### src/rtl/rr_arbiter_ctl.sv
// N-way arbiter (round-robin or fixed-priority) with a grant-hold limit and opcode control for force/release/on/off.
// Grant and error flag are registered one edge after inputs are sampled. The grant is a hint and cannot be backpressured.
module rr_arbiter_ctl #(
  parameter int N        = 4,
  parameter int IDW      = $clog2(N),
  parameter int MAX_HOLD = 8
) (
  input  logic           clk,
  input  logic           rst,
  input  logic [N-1:0]   req,
  input  logic [2:0]     opcode,
  input  logic [IDW-1:0] op_idx,
  output logic [N-1:0]   gnt,
  output logic           op_error
);

  localparam int HW = (MAX_HOLD > 1) ? $clog2(MAX_HOLD) : 1;
  localparam logic [HW-1:0] HOLD_LIM = HW'(MAX_HOLD - 1);

  localparam logic [2:0] OP_FORCE   = 3'd1;
  localparam logic [2:0] OP_RELEASE = 3'd2;
  localparam logic [2:0] OP_A_OFF   = 3'd3;
  localparam logic [2:0] OP_A_ON    = 3'd4;
  localparam logic [2:0] OP_RR_MODE = 3'd5;
  localparam logic [2:0] OP_FP_MODE = 3'd6;
  localparam logic [2:0] OP_RSVD    = 3'd7;

  typedef enum logic [1:0] {ST_ARB, ST_FORCED, ST_OFF} state_t;

  state_t         state, state_nxt;
  logic           mode_fp, mode_nxt;
  logic [IDW-1:0] ptr, ptr_nxt;
  logic [HW-1:0]  hold_cnt, hold_nxt;
  logic [N-1:0]   gnt_nxt;
  logic           err_nxt;

  logic           force_ok;
  logic           fresh;
  logic [N-1:0]   owner, others;
  logic           keep;
  int             rr_pos;
  logic           rr_found, fp_found, win_found;
  logic [IDW-1:0] rr_idx, fp_idx, win_idx;
  logic [N-1:0]   arb_gnt;
  logic [HW-1:0]  arb_hold;
  logic [IDW-1:0] arb_ptr;

  assign force_ok = (opcode == OP_FORCE) && (int'(op_idx) < N);
  assign err_nxt  = (opcode == OP_RSVD)
                  || ((opcode == OP_FORCE) && !force_ok)
                  || ((opcode == OP_RELEASE) && (state != ST_FORCED));

  always_ff @(posedge clk) begin
    if (!rst) state <= ST_ARB;
    else      state <= state_nxt;
  end

  always_comb begin
    state_nxt = state;
    if (force_ok)                                                 state_nxt = ST_FORCED;
    else if (opcode == OP_A_OFF)                                  state_nxt = ST_OFF;
    else if ((opcode == OP_RELEASE) && (state == ST_FORCED))      state_nxt = ST_ARB;
    else if (opcode == OP_A_ON)                                   state_nxt = ST_ARB;
  end

  // Re-entering ARB from FORCED/OFF arbitrates fresh: the forced grant never counts as an owner.
  assign fresh  = (state != ST_ARB);
  assign owner  = fresh ? '0 : gnt;
  assign others = req & ~owner;
  assign keep   = (|(req & owner)) && ((hold_cnt < HOLD_LIM) || (others == '0));

  always_comb begin
    rr_found = 1'b0;
    rr_idx   = '0;
    rr_pos   = 0;
    fp_found = 1'b0;
    fp_idx   = '0;
    for (int i = 0; i < N; i++) begin
      rr_pos = int'(ptr) + i;
      if (rr_pos >= N) rr_pos = rr_pos - N;
      if (!rr_found && others[IDW'(rr_pos)]) begin
        rr_found = 1'b1;
        rr_idx   = IDW'(rr_pos);
      end
    end
    for (int i = N - 1; i >= 0; i--) begin
      if (others[i]) begin
        fp_found = 1'b1;
        fp_idx   = IDW'(i);
      end
    end
  end

  assign win_found = mode_fp ? fp_found : rr_found;
  assign win_idx   = mode_fp ? fp_idx : rr_idx;

  always_comb begin
    arb_gnt  = '0;
    arb_hold = '0;
    arb_ptr  = ptr;
    if (keep) begin
      arb_gnt  = owner;
      arb_hold = (others == '0) ? '0 : hold_cnt + HW'(1);
    end else if (win_found) begin
      arb_gnt = N'(1) << win_idx;
      arb_ptr = (int'(win_idx) == N - 1) ? '0 : win_idx + IDW'(1);
    end
  end

  always_comb begin
    gnt_nxt  = gnt;
    hold_nxt = hold_cnt;
    ptr_nxt  = ptr;
    mode_nxt = mode_fp;
    if (opcode == OP_RR_MODE) mode_nxt = 1'b0;
    if (opcode == OP_FP_MODE) mode_nxt = 1'b1;
    case (state_nxt)
      ST_FORCED: if (force_ok) gnt_nxt = N'(1) << op_idx;
      ST_OFF:    gnt_nxt = '0;
      default: begin
        gnt_nxt  = arb_gnt;
        hold_nxt = arb_hold;
        ptr_nxt  = arb_ptr;
      end
    endcase
  end

  always_ff @(posedge clk) begin
    if (!rst) begin
      gnt      <= '0;
      op_error <= 1'b0;
      mode_fp  <= 1'b0;
      ptr      <= '0;
      hold_cnt <= '0;
    end else begin
      gnt      <= gnt_nxt;
      op_error <= err_nxt;
      mode_fp  <= mode_nxt;
      ptr      <= ptr_nxt;
      hold_cnt <= hold_nxt;
    end
  end

endmodule

### config.mk
export PLATFORM = sky130hd
export DESIGN_NAME = rr_arbiter_ctl
export DESIGN_NICKNAME = d
export VERILOG_FILES = /design/src/rtl/rr_arbiter_ctl.sv
export SDC_FILE = /design/constraint.sdc
export NUM_CORES = 1
export LEC_CHECK = 0
export CORE_MARGIN = 8
export CORE_UTILIZATION = 35
export DETAILED_ROUTE_END_ITERATION = 16
export GPL_ROUTABILITY_DRIVEN = 0
export PLACE_DENSITY = 0.55
export SLEW_MARGIN = 20
export SYNTH_ARGS = -nofsm -noshare
export SYNTH_HDL_FRONTEND = slang
export SYNTH_SLANG_ARGS = --single-unit
### constraint.sdc
create_clock -name clk -period 3 [get_ports clk]
set_input_delay 0.3 -clock clk [delete_from_list [all_inputs] [get_ports clk]]
set_output_delay 0.3 -clock clk [all_outputs]
set_load 0.05 [all_outputs]
Yosys cells after proc, flatten, opt, wreduce, memory -nomap -nowiden

Index checks and enable logic that the tools add are counted.

Reductions and logical operators: 17
Muxes and demuxes: 48
$add $sub $neg: 9
Shift operators: 2
Bitwise operators: 5
Magnitude comparators: 9
Equal/unequal tests: 13

Operator list:

| operator            | count |
|---|---|
| $mux 2              | 18 |
| $mux 1              | 19 |
| $lt 2x4->1 const B  | 4 |
| $mux 4              | 4 |
| $eq 3x3->1 const B  | 4 |
| $ge 3x3->1 const B  | 3 |
| $and 4x4->4         | 2 |
| $bmux 1 s2          | 4 |
| $pmux 4 s2          | 1 |
| $shl 1x2->4 const A | 2 |
| $sub 2x1->2 const B | 4 |
| $add 2x2->3 const B | 2 |
| $eq 2x1->1 const B  | 3 |
| $eq 3x2->1 const B  | 2 |
| $logic_and 1x1->1   | 6 |
| $mux 3              | 2 |
| $logic_not 4->1     | 1 |
| $not 4->4           | 1 |
| $reduce_bool 2->1   | 2 |
| $reduce_or 4->1     | 1 |
| $add 2x1->3 const B | 1 |
| $add 3x1->3 const B | 1 |
| $eq 3x1->1 const B  | 1 |
| $ge 2x3->1 const B  | 1 |
| other kinds (10)    | 14 |

Register bits: 13
Output and inout bits: 5
Logic and storage cells: 109

Depth between registers and ports, before layout

Gate-level depths: netlist of run 1.

Word-level depth: 22
Gate-level depth with buffers: 10
Gate-level depth less buffers: 10

Worst setup path after synthesis of run 1

Ideal clock, no wire load.

Path kind: reg2reg
Start: register gnt[1]
End: register ptr[0]
Period minus slack after synthesis: 2405 ps
Path slack: 595 ps
Arrival time: 2287 ps
Required time: 2882 ps
Setup time: 118 ps
Cell stages (with the launch flop): 7
Cells stage by stage: dfxtp_1 or3b_4 and2_4 mux4_2 or2_1 o2111a_2 mux2i_1

Word-level cells in the longest chain between the ends: 19
Elaborated cells between the ends (all ways): 45

Ends and longest elaborated chain:

| what                                             | line | RTL |
|---|---|---|
| from (decl)                                      | 13   | `output logic [N-1:0] gnt,` |
| from (signal assigned)                           | 136  | `gnt <= gnt_nxt;` |
| $mux 4 (*)                                       | 68   | `assign owner = fresh ? '0 : gnt;` |
| $not 4->4                                        | 69   | `assign others = req & ~owner;` |
| $and 4x4->4                                      | 69   |  |
| $bmux 1 s2                                       | 81   | `if (!rr_found && others[IDW'(rr_pos)]) begin` |
| $mux 1 (not written as such) (2 in a row)        | 81   |  |
| $mux 1                                           | 81   |  |
| $logic_not 1->1                                  | 81   |  |
| $logic_and 1x1->1                                | 81   |  |
| (+2 left out)                                    | --   |  |
| $logic_and 1x1->1                                | 81   |  |
| $mux 1                                           | 81   |  |
| $logic_not 1->1                                  | 81   |  |
| $logic_and 1x1->1                                | 81   |  |
| $mux 2                                           | 81   |  |
| $mux 2                                           | 95   | `assign win_idx = mode_fp ? fp_idx : rr_idx;` |
| $add 2x1->2 / $eq 2x1->1 (equally long branches) | 106  | `arb_ptr = (int'(win_idx) == N - 1) ? '0 : win_idx + IDW'(1);` |
| $mux 2                                           | 106  |  |
| to (signal assigned)                             | 139  | `ptr <= ptr_nxt;` |
| to (decl)                                        | 32   | `logic [IDW-1:0] ptr, ptr_nxt;` |

Mark *: on every way between the ends. The rest lies on a longest branch, timed or not. The select of a mux whose other input is x is not followed.
A chain may end at the register's enable or synchronous reset.

Worst setup path after layout of run 1

Start: register state[0]
End: register gnt[2]

Word-level cells in the longest chain between the ends: 22
Elaborated cells between the ends (all ways): 58

Ends and longest elaborated chain:

| what                                      | line | RTL |
|---|---|---|
| from (decl)                               | 30   | `state_t state, state_nxt;` |
| from (signal assigned)                    | 55   | `else state <= state_nxt;` |
| $reduce_bool 2->1                         | 67   | `assign fresh = (state != ST_ARB);` |
| $mux 4                                    | 68   |  |
| $not 4->4                                 | 69   |  |
| $and 4x4->4                               | 69   |  |
| $bmux 1 s2                                | 81   |  |
| $mux 1 (not written as such) (2 in a row) | 81   |  |
| $mux 1                                    | 81   |  |
| $logic_not 1->1                           | 81   |  |
| (+5 left out)                             | --   |  |
| $logic_not 1->1                           | 81   |  |
| $logic_and 1x1->1                         | 81   |  |
| $mux 2                                    | 81   |  |
| $mux 2                                    | 95   |  |
| $shl 1x2->4                               | 105  | `arb_gnt = N'(1) << win_idx;` |
| $mux 4                                    | 104  | `end else if (win_found) begin` |
| $mux 4                                    | 101  | `if (keep) begin` |
| $pmux 4 s2                                | 117  | `case (state_nxt)` |

Several ways; a longest one is shown, not always the timed one. The select of a mux whose other input is x is not followed.

==> flow_summary.yaml, run 1 <==
place:
  place_inst: 192
  dp_hpwl_mm: 2.37
  port-buffer-count: 15
sta:
  fmax_ghz: 0.422
  fin_setup_tns_ns: 0
  worst_clock_skew_ns: 0.00730
  setup_viol: 0
  hold_violations: 0
  slew_headroom: 0.596
  worst_pin_slew_ns: 0.600
  period_share: 0.790
  rsz0062_at_grt: "false"
  period_needed_ns: 2.37
  drv_slew: 0
clocking:
  ctsResizeCount: 0
  clk_path_buf_depth: 2
  worstSkewPairLatency_ns: 0.28
  cts_hold_buf: 0
  cts_setup_buffers: 0
  clkTransAtPathRegs_ns: 0.09
  cts_max_level: 1
  numCtsBuffers: 3
  root_buffer: "clkbuf_4"
  cts_sinks: 13
  cts_tree: "built"
drt:
  firstDrtPassIters: 5
  vias_per_cell: 5.64
  drt_iter0_drc: 114
  routed_wl_mm: 3.01
  wl_per_cell_um: 15.4
  via_count: 1106
  drc: 0
  ant_nets: 0
logic_synthesis:
  synthCells: 145
  ys_seq_elements: 13
  yosysSeqAreaShare: 0.239
  synth_fp_nets: 162
  synth_edf_count: 0
  synth_area_sq_um: 1090
  avgSynthCellArea_sq_um: 7.50
  ys.flop_type: "dfxtp_1"
  yosysWarnings: 0
  synth_cell_types: 41
  async_flop_share: 0
layout:
  layout_common_cells: "nand2_1, nor2_1, inv_1, clkdlybuf4s50_1, dfxtp_1"
  final_common_cell: "nand2_1"
  drive_gt1_frac: 0.0798
  antenna-diode-count: 0
  fin_nets: 181
  syn2layout_area_growth_pct: 19.7
  fin_cells: 196
pwr:
  cellPowerDensity_nw_per_um2: 611
  p_leak_uw: 0.000517
  finalPower_uw: 795
  peakVddDrop_v: 0.000302
critical_path:
  path_class: "reg2reg"
  startpoint_type: "flop"
  crit_fanout: 9
  arrival_ns: 2.53
  end_kind: "flop"
  worstPathRequired_ns: 3.16
floorplanning:
  core_sq_um: 3000
  pin_count: 16
  die_area_sq_um: 5150
  die_w_um: 71.7
  die_h_um: 71.7
  initial_core_util: 0.362
  row_count: 20
global_routing:
  grt_overflow: 0
  grt_max_degree: 10
  grt_pass1_wl_mm: 5.27
  grt_pass1_vias: 1116
  grt_usage: 0.128
  antenna_found_initial: 0
job:
  drv_cap: 0
status:
  outcome: "finished, final reports clean"
min_path:
  hold_class: "reg2reg"
-- worst max-delay path, cell delays in order, from the launching register on --
cell       delay, ns
dfxtp_1         0.41
nor3b_1         0.47
nor2_1          0.13
mux4_2          0.49
or2_1           0.24
o2111ai_1       0.39
o2bb2ai_1       0.11
-- final cells by class --
class | count | area (sq um)
clock buffer | 4 | 26.3
fill | 327 | 1700
inverter | 15 | 56.3
multi-input combinational | 114 | 752
sequential | 13 | 260
tap | 33 | 41.3
timing repair buffer | 17 | 165
-- registers in the layout, summed over array words and instances, names as in the netlist --
register,count
gnt,4
hold_cnt,3
ptr,2
state,2
mode_fp,1
op_error,1
-- kinds of logic after synthesis --
group | after synthesis | share of synthesized area
mux | 6 | 0.0667
buf+inv | 18 | 0.0690
xor+xnor | 3 | 0.0242
compound gates | 43 | 0.284
fa+ha+maj | 6 | 0.0690
flops | 13 | 0.239
simple gates | 56 | 0.247
-- metal layers --
metal	GRT usage	vias up	wire length, um
li1	-	558	-
met1	0.161	511	1460
met2	0.198	32	1380
met3	0.0391	5	145
met4	0.0454	0	27
met5	0	-	0
-- final timing paths --
check	startpoint	to	slack [ns]	cells after the start
max	state[0]	gnt[2]	0.63	6
min	hold_cnt[2]	hold_cnt[2]	0.52	2
max reg2reg	state[0]	gnt[2]	0.63	6
min reg2reg	hold_cnt[2]	hold_cnt[2]	0.52	2
-- stage by stage --
stage	util	instance area (sq um)	hold slack (ns)	worst slack (ns)
final	0.433	1300	0.522	0.630
after global routing	0.433	1300	0.575	0.406
after CTS	0.433	1300	0.527	0.626
after detailed placement	0.425	1270	0.502	0.372
after global placement	0.425	1270	0.503	0.442
after floorplan	-	1090	0.416	0.595
-- synth_stat cells, drive strengths merged (2+ instances only) --
cell	instances	area share
a21boi	3	0.021
mux2i	5	0.046
o21ai	6	0.028
nand3	2	0.0092
xnor2	2	0.016
nor3	3	0.014
ha	6	0.069
or3b	3	0.026
o31ai	2	0.014
nand2	21	0.073
a21oi	10	0.046
inv	15	0.052
o211ai	2	0.014
nand2b	3	0.017
o2111ai	2	0.016
dfxtp	13	0.24
o221ai	5	0.040
nor2	16	0.055
a22oi	2	0.014
clkbuf	2	0.0069
o2bb2ai	4	0.032
-- where the power goes --
group,internal [uW],switching (uW),total [uW],leakage [uW]
logic,183,248,431,0.000396
clock network,51.5,60.1,112,0.0000150
registers,205,47.3,252,0.000106
No activity file was read; power rests on OpenSTA's default activity.
==> run 2, diff against run 1 <==
==> constraint.sdc (replaced) <==
create_clock -name clk -period 2.4 [get_ports clk]
set_input_delay 0.24 -clock clk [delete_from_list [all_inputs] [get_ports clk]]
set_output_delay 0.24 -clock clk [all_outputs]
set_load 0.05 [all_outputs]
==> flow_summary.yaml, run 2 (synthesis results as in run 1) <==
status:
  outcome: "finished, final reports clean"
global_routing:
  grt_pass1_wl_mm: 5.05
  grt_overflow: 0
  grt_usage: 0.126
  grt_pass1_vias: 1072
  grt_max_degree: 10
  antenna_found_initial: 0
layout:
  fin_nets: 190
  drive_gt1_frac: 0.134
  layout_common_cells: "nand2_1, nor2_1, inv_1, clkdlybuf4s50_1, dfxtp_1"
  antenna-diode-count: 0
  syn2layout_area_growth_pct: 26.0
  final_common_cell: "nand2_1"
  largest_register_ffs: 4
  register_area_sq_um: 262
  multi_input_area_sq_um: 752
  regMostFlops: "gnt"
  nFillCells: 302
  utilization: 0.456
  top_regs: "gnt x4, hold_cnt x3"
  fin_cells: 205
floorplanning:
  die_area_sq_um: 5150
  die_w_um: 71.7
  initial_core_util: 0.362
  row_count: 20
  die_h_um: 71.7
  pin_count: 16
  core_sq_um: 3000
critical_path:
  path_class: "reg2reg"
  end_kind: "flop"
  worstPathRequired_ns: 2.59
  crit_fanout: 9
  arrival_ns: 2.43
  startpoint_type: "flop"
min_path:
  hold_class: "reg2reg"
sta:
  drv_slew: 0
  worst_pin_slew_ns: 0.534
  rsz0062_at_grt: "false"
  hold_violations: 0
  period_share: 0.934
  worst_clock_skew_ns: 0.00489
  slew_headroom: 0.640
  fin_ws_ns: 0.159
  fmax_ghz: 0.446
  setup_viol: 0
  period_needed_ns: 2.24
clocking:
  cts_max_level: 1
  cts_setup_buffers: 0
  ctsResizeCount: 0
  clk_path_buf_depth: 2
  cts_tree: "built"
  worstSkewPairLatency_ns: 0.30
  numCtsBuffers: 3
  root_buffer: "clkbuf_4"
  cts_hold_buf: 0
  cts_sinks: 13
  clkTransAtPathRegs_ns: 0.09
drt:
  wl_per_cell_um: 15.1
  via_count: 1170
  ant_nets: 0
  firstDrtPassIters: 4
  drt_iter0_drc: 120
  routed_wl_mm: 3.09
  drc: 0
  vias_per_cell: 5.71
place:
  dp_slack_ns: -0.0419
  port-buffer-count: 15
  place_inst: 201
  dp_hpwl_mm: 2.44
pwr:
  finalPower_uw: 1050
  peakVddDrop_v: 0.000499
  cellPowerDensity_nw_per_um2: 766
  p_leak_uw: 0.000562
job:
  drv_cap: 0
run 2: area by class of cell:
class                      count  share of cell area
multi-input combinational    114               0.549
sequential                    13               0.191
timing repair buffer          26               0.170
inverter                      15              0.0411
tap                           33              0.0301
clock buffer                   4              0.0192
run 2: per-stage QoR:
stage               hold slack (ns)  area [sq um]  setup TNS [ns]
floorplan                     0.356          1090               0
global placement              0.492          1340               0
detailed placement            0.504          1340         -0.0703
CTS                           0.528          1370               0
global route                  0.568          1370               0
finish                        0.516          1370               0
run 2: critical path: stages (launching register included):
cell	delay, ns
dfxtp_1	0.39
nor3b_1	0.44
nor2_1	0.15
mux4_2	0.49
or2_1	0.25
o2111a_2	0.29
mux2i_1	0.12
run 2: layer usage:
layer / routed length (um) / global-route usage / vias to the layer above / share of wire
li1: - / - / 578 / -
met5: 0 / 0 / - / 0
met4: 64 / 0.0771 / 0 / 0.021
met1: 1490 / 0.153 / 551 / 0.48
met2: 1340 / 0.191 / 36 / 0.43
met3: 198 / 0.0335 / 5 / 0.064
run 2: worst paths after layout:
check	cells past startpoint	startpoint	to	slack, ns
setup / recovery	6	state[0]	ptr[0]	0.16
hold / removal	2	hold_cnt[2]	hold_cnt[2]	0.52
setup reg to reg	6	state[0]	ptr[0]	0.16
hold reg to reg	2	hold_cnt[2]	hold_cnt[2]	0.52
run 2: report_power, final:
group	internal, uW	switching, uW
clock	64.9	84.3
combinational	266	335
sequential	257	41.9
==> run 3, diff against run 2 <==
--- a/config.mk
+++ b/config.mk
@@ -5,11 +5,11 @@
 export SDC_FILE = /design/constraint.sdc
 export NUM_CORES = 1
 export LEC_CHECK = 0
-export CORE_MARGIN = 8
-export CORE_UTILIZATION = 35
+export CORE_MARGIN = 3
+export CORE_UTILIZATION = 47
 export DETAILED_ROUTE_END_ITERATION = 16
 export GPL_ROUTABILITY_DRIVEN = 0
-export PLACE_DENSITY = 0.55
+export PLACE_DENSITY = 0.7
 export SLEW_MARGIN = 20
 export SYNTH_ARGS = -nofsm -noshare
 export SYNTH_HDL_FRONTEND = slang
==> flow_summary.yaml, run 3 (synthesis results as in run 1) <==
status:
  outcome: "finished, final reports clean"
clocking:
  cts_max_level: 1
  clk_path_buf_depth: 2
  ctsResizeCount: 0
  cts_setup_buffers: 0
  numCtsBuffers: 3
  cts_sinks: 13
  cts_hold_buf: 0
  worstSkewPairLatency_ns: 0.28
  clkTransAtPathRegs_ns: 0.08
  root_buffer: "clkbuf_4"
  cts_tree: "built"
floorplanning:
  die_w_um: 54.1
  die_area_sq_um: 2930
  initial_core_util: 0.522
  core_sq_um: 2080
  die_h_um: 54.1
  row_count: 16
  pin_count: 16
pwr:
  p_int_uw: 581
  finalPower_uw: 1030
  clkPwrFrac: 0.137
  p_sw_frac: 0.436
  p_leak_uw: 0.000561
  peakVddDrop_v: 0.000462
  p_seq_frac: 0.305
  cellPowerDensity_nw_per_um2: 755
  p_comb_frac: 0.557
  p_switching_uw: 448
critical_path:
  arrival_ns: 2.41
  end_kind: "flop"
  rr_startpoint: "state[0]"
  path_class: "reg2reg"
  startpoint_type: "flop"
  critPathLaunch: "state[0]"
  worstPathRequired_ns: 2.58
  crit_fanout: 9
layout:
  drive_gt1_frac: 0.134
  final_common_cell: "nand2_1"
  fin_cells: 199
  top_regs: "gnt x4, hold_cnt x3"
  layout_common_cells: "nand2_1, nor2_1, inv_1, clkdlybuf4s50_1, dfxtp_1"
  fin_nets: 190
  largest_register_ffs: 4
  antenna-diode-count: 0
  syn2layout_area_growth_pct: 25.3
  regMostFlops: "gnt"
global_routing:
  grt_max_degree: 10
  grt_pass1_vias: 1046
  grt_overflow: 0
  antenna_found_initial: 0
  grt_usage: 0.224
  grt_pass1_wl_mm: 4.74
sta:
  slew_headroom: 0.621
  fmax_ghz: 0.448
  drv_slew: 0
  hold_violations: 0
  period_needed_ns: 2.23
  worst_clock_skew_ns: 0.00209
  rsz0062_at_grt: "false"
  hold_slack_ns: 0.531
  setup_viol: 0
  worst_pin_slew_ns: 0.564
  period_share: 0.930
place:
  place_inst: 195
  port-buffer-count: 15
  dp_hpwl_mm: 2.25
drt:
  via_count: 1132
  firstDrtPassIters: 4
  drc: 0
  wl_per_cell_um: 14.3
  vias_per_cell: 5.69
  routed_wl_mm: 2.84
  ant_nets: 0
  drt_iter0_drc: 34
job:
  drv_cap: 0
min_path:
  hold_class: "reg2reg"
  hp-start: "hold_cnt[2]"
## run 3: cell counts in the layout (fill, tap and decap cells not counted)
No cell type changed its count.
## run 3: critical path, cell delays in order, from the launching register on
cell and delay, ns:
dfxtp_1 0.40, or3b_2 0.51, o211ai_1 0.20, a21oi_1 0.11, o2111ai_1 0.30, nand2_1 0.16
ha_1 0.33, nand2_1 0.06, mux2i_1 0.06
## run 3: path summary, 6_finish.rpt
check	slack (ns)	depth (start not counted)	to
max	0.17	8	ptr[1]
min	0.53	2	hold_cnt[2]
max reg2reg	0.17	8	ptr[1]
min reg2reg	0.53	2	hold_cnt[2]
## run 3: cell type report
class / count / area, sq um
clock buffer: 4 / 26.3
fill: 191 / 719
inverter: 15 / 56.3
multi-input combinational: 114 / 752
sequential: 13 / 262
tap: 27 / 33.8
timing repair buffer: 26 / 233
## run 3: layer usage
layer / wire length, um / share of wire / GRT usage
met2: 1220 / 0.43 / 0.339
met4: 17 / 0.0060 / 0.0747
met3: 132 / 0.046 / 0.0360
met1: 1470 / 0.52 / 0.321
met5: 0 / 0 / 0
## run 3: power groups by stage
stage | clock, uW | combinational, uW | sequential (uW)
after floorplan | 0 | 326 | 362
after global placement | 0 | 560 | 315
after detailed placement | 0 | 569 | 318
after CTS | 144 | 573 | 313
after global routing | 154 | 633 | 321
final | 141 | 573 | 314
## run 3: per-stage QoR
step	area [sq um]	setup TNS (ns)	util	worst slack (ns)
final	1360	0	0.654	0.168
after CTS	1360	0	0.654	0.168
after global routing	1360	0	0.654	0.0357
after floorplan	1090	0	-	0.0748
after global placement	1340	0	0.642	0.0509
after detailed placement	1340	-0.00367	0.642	-0.00367
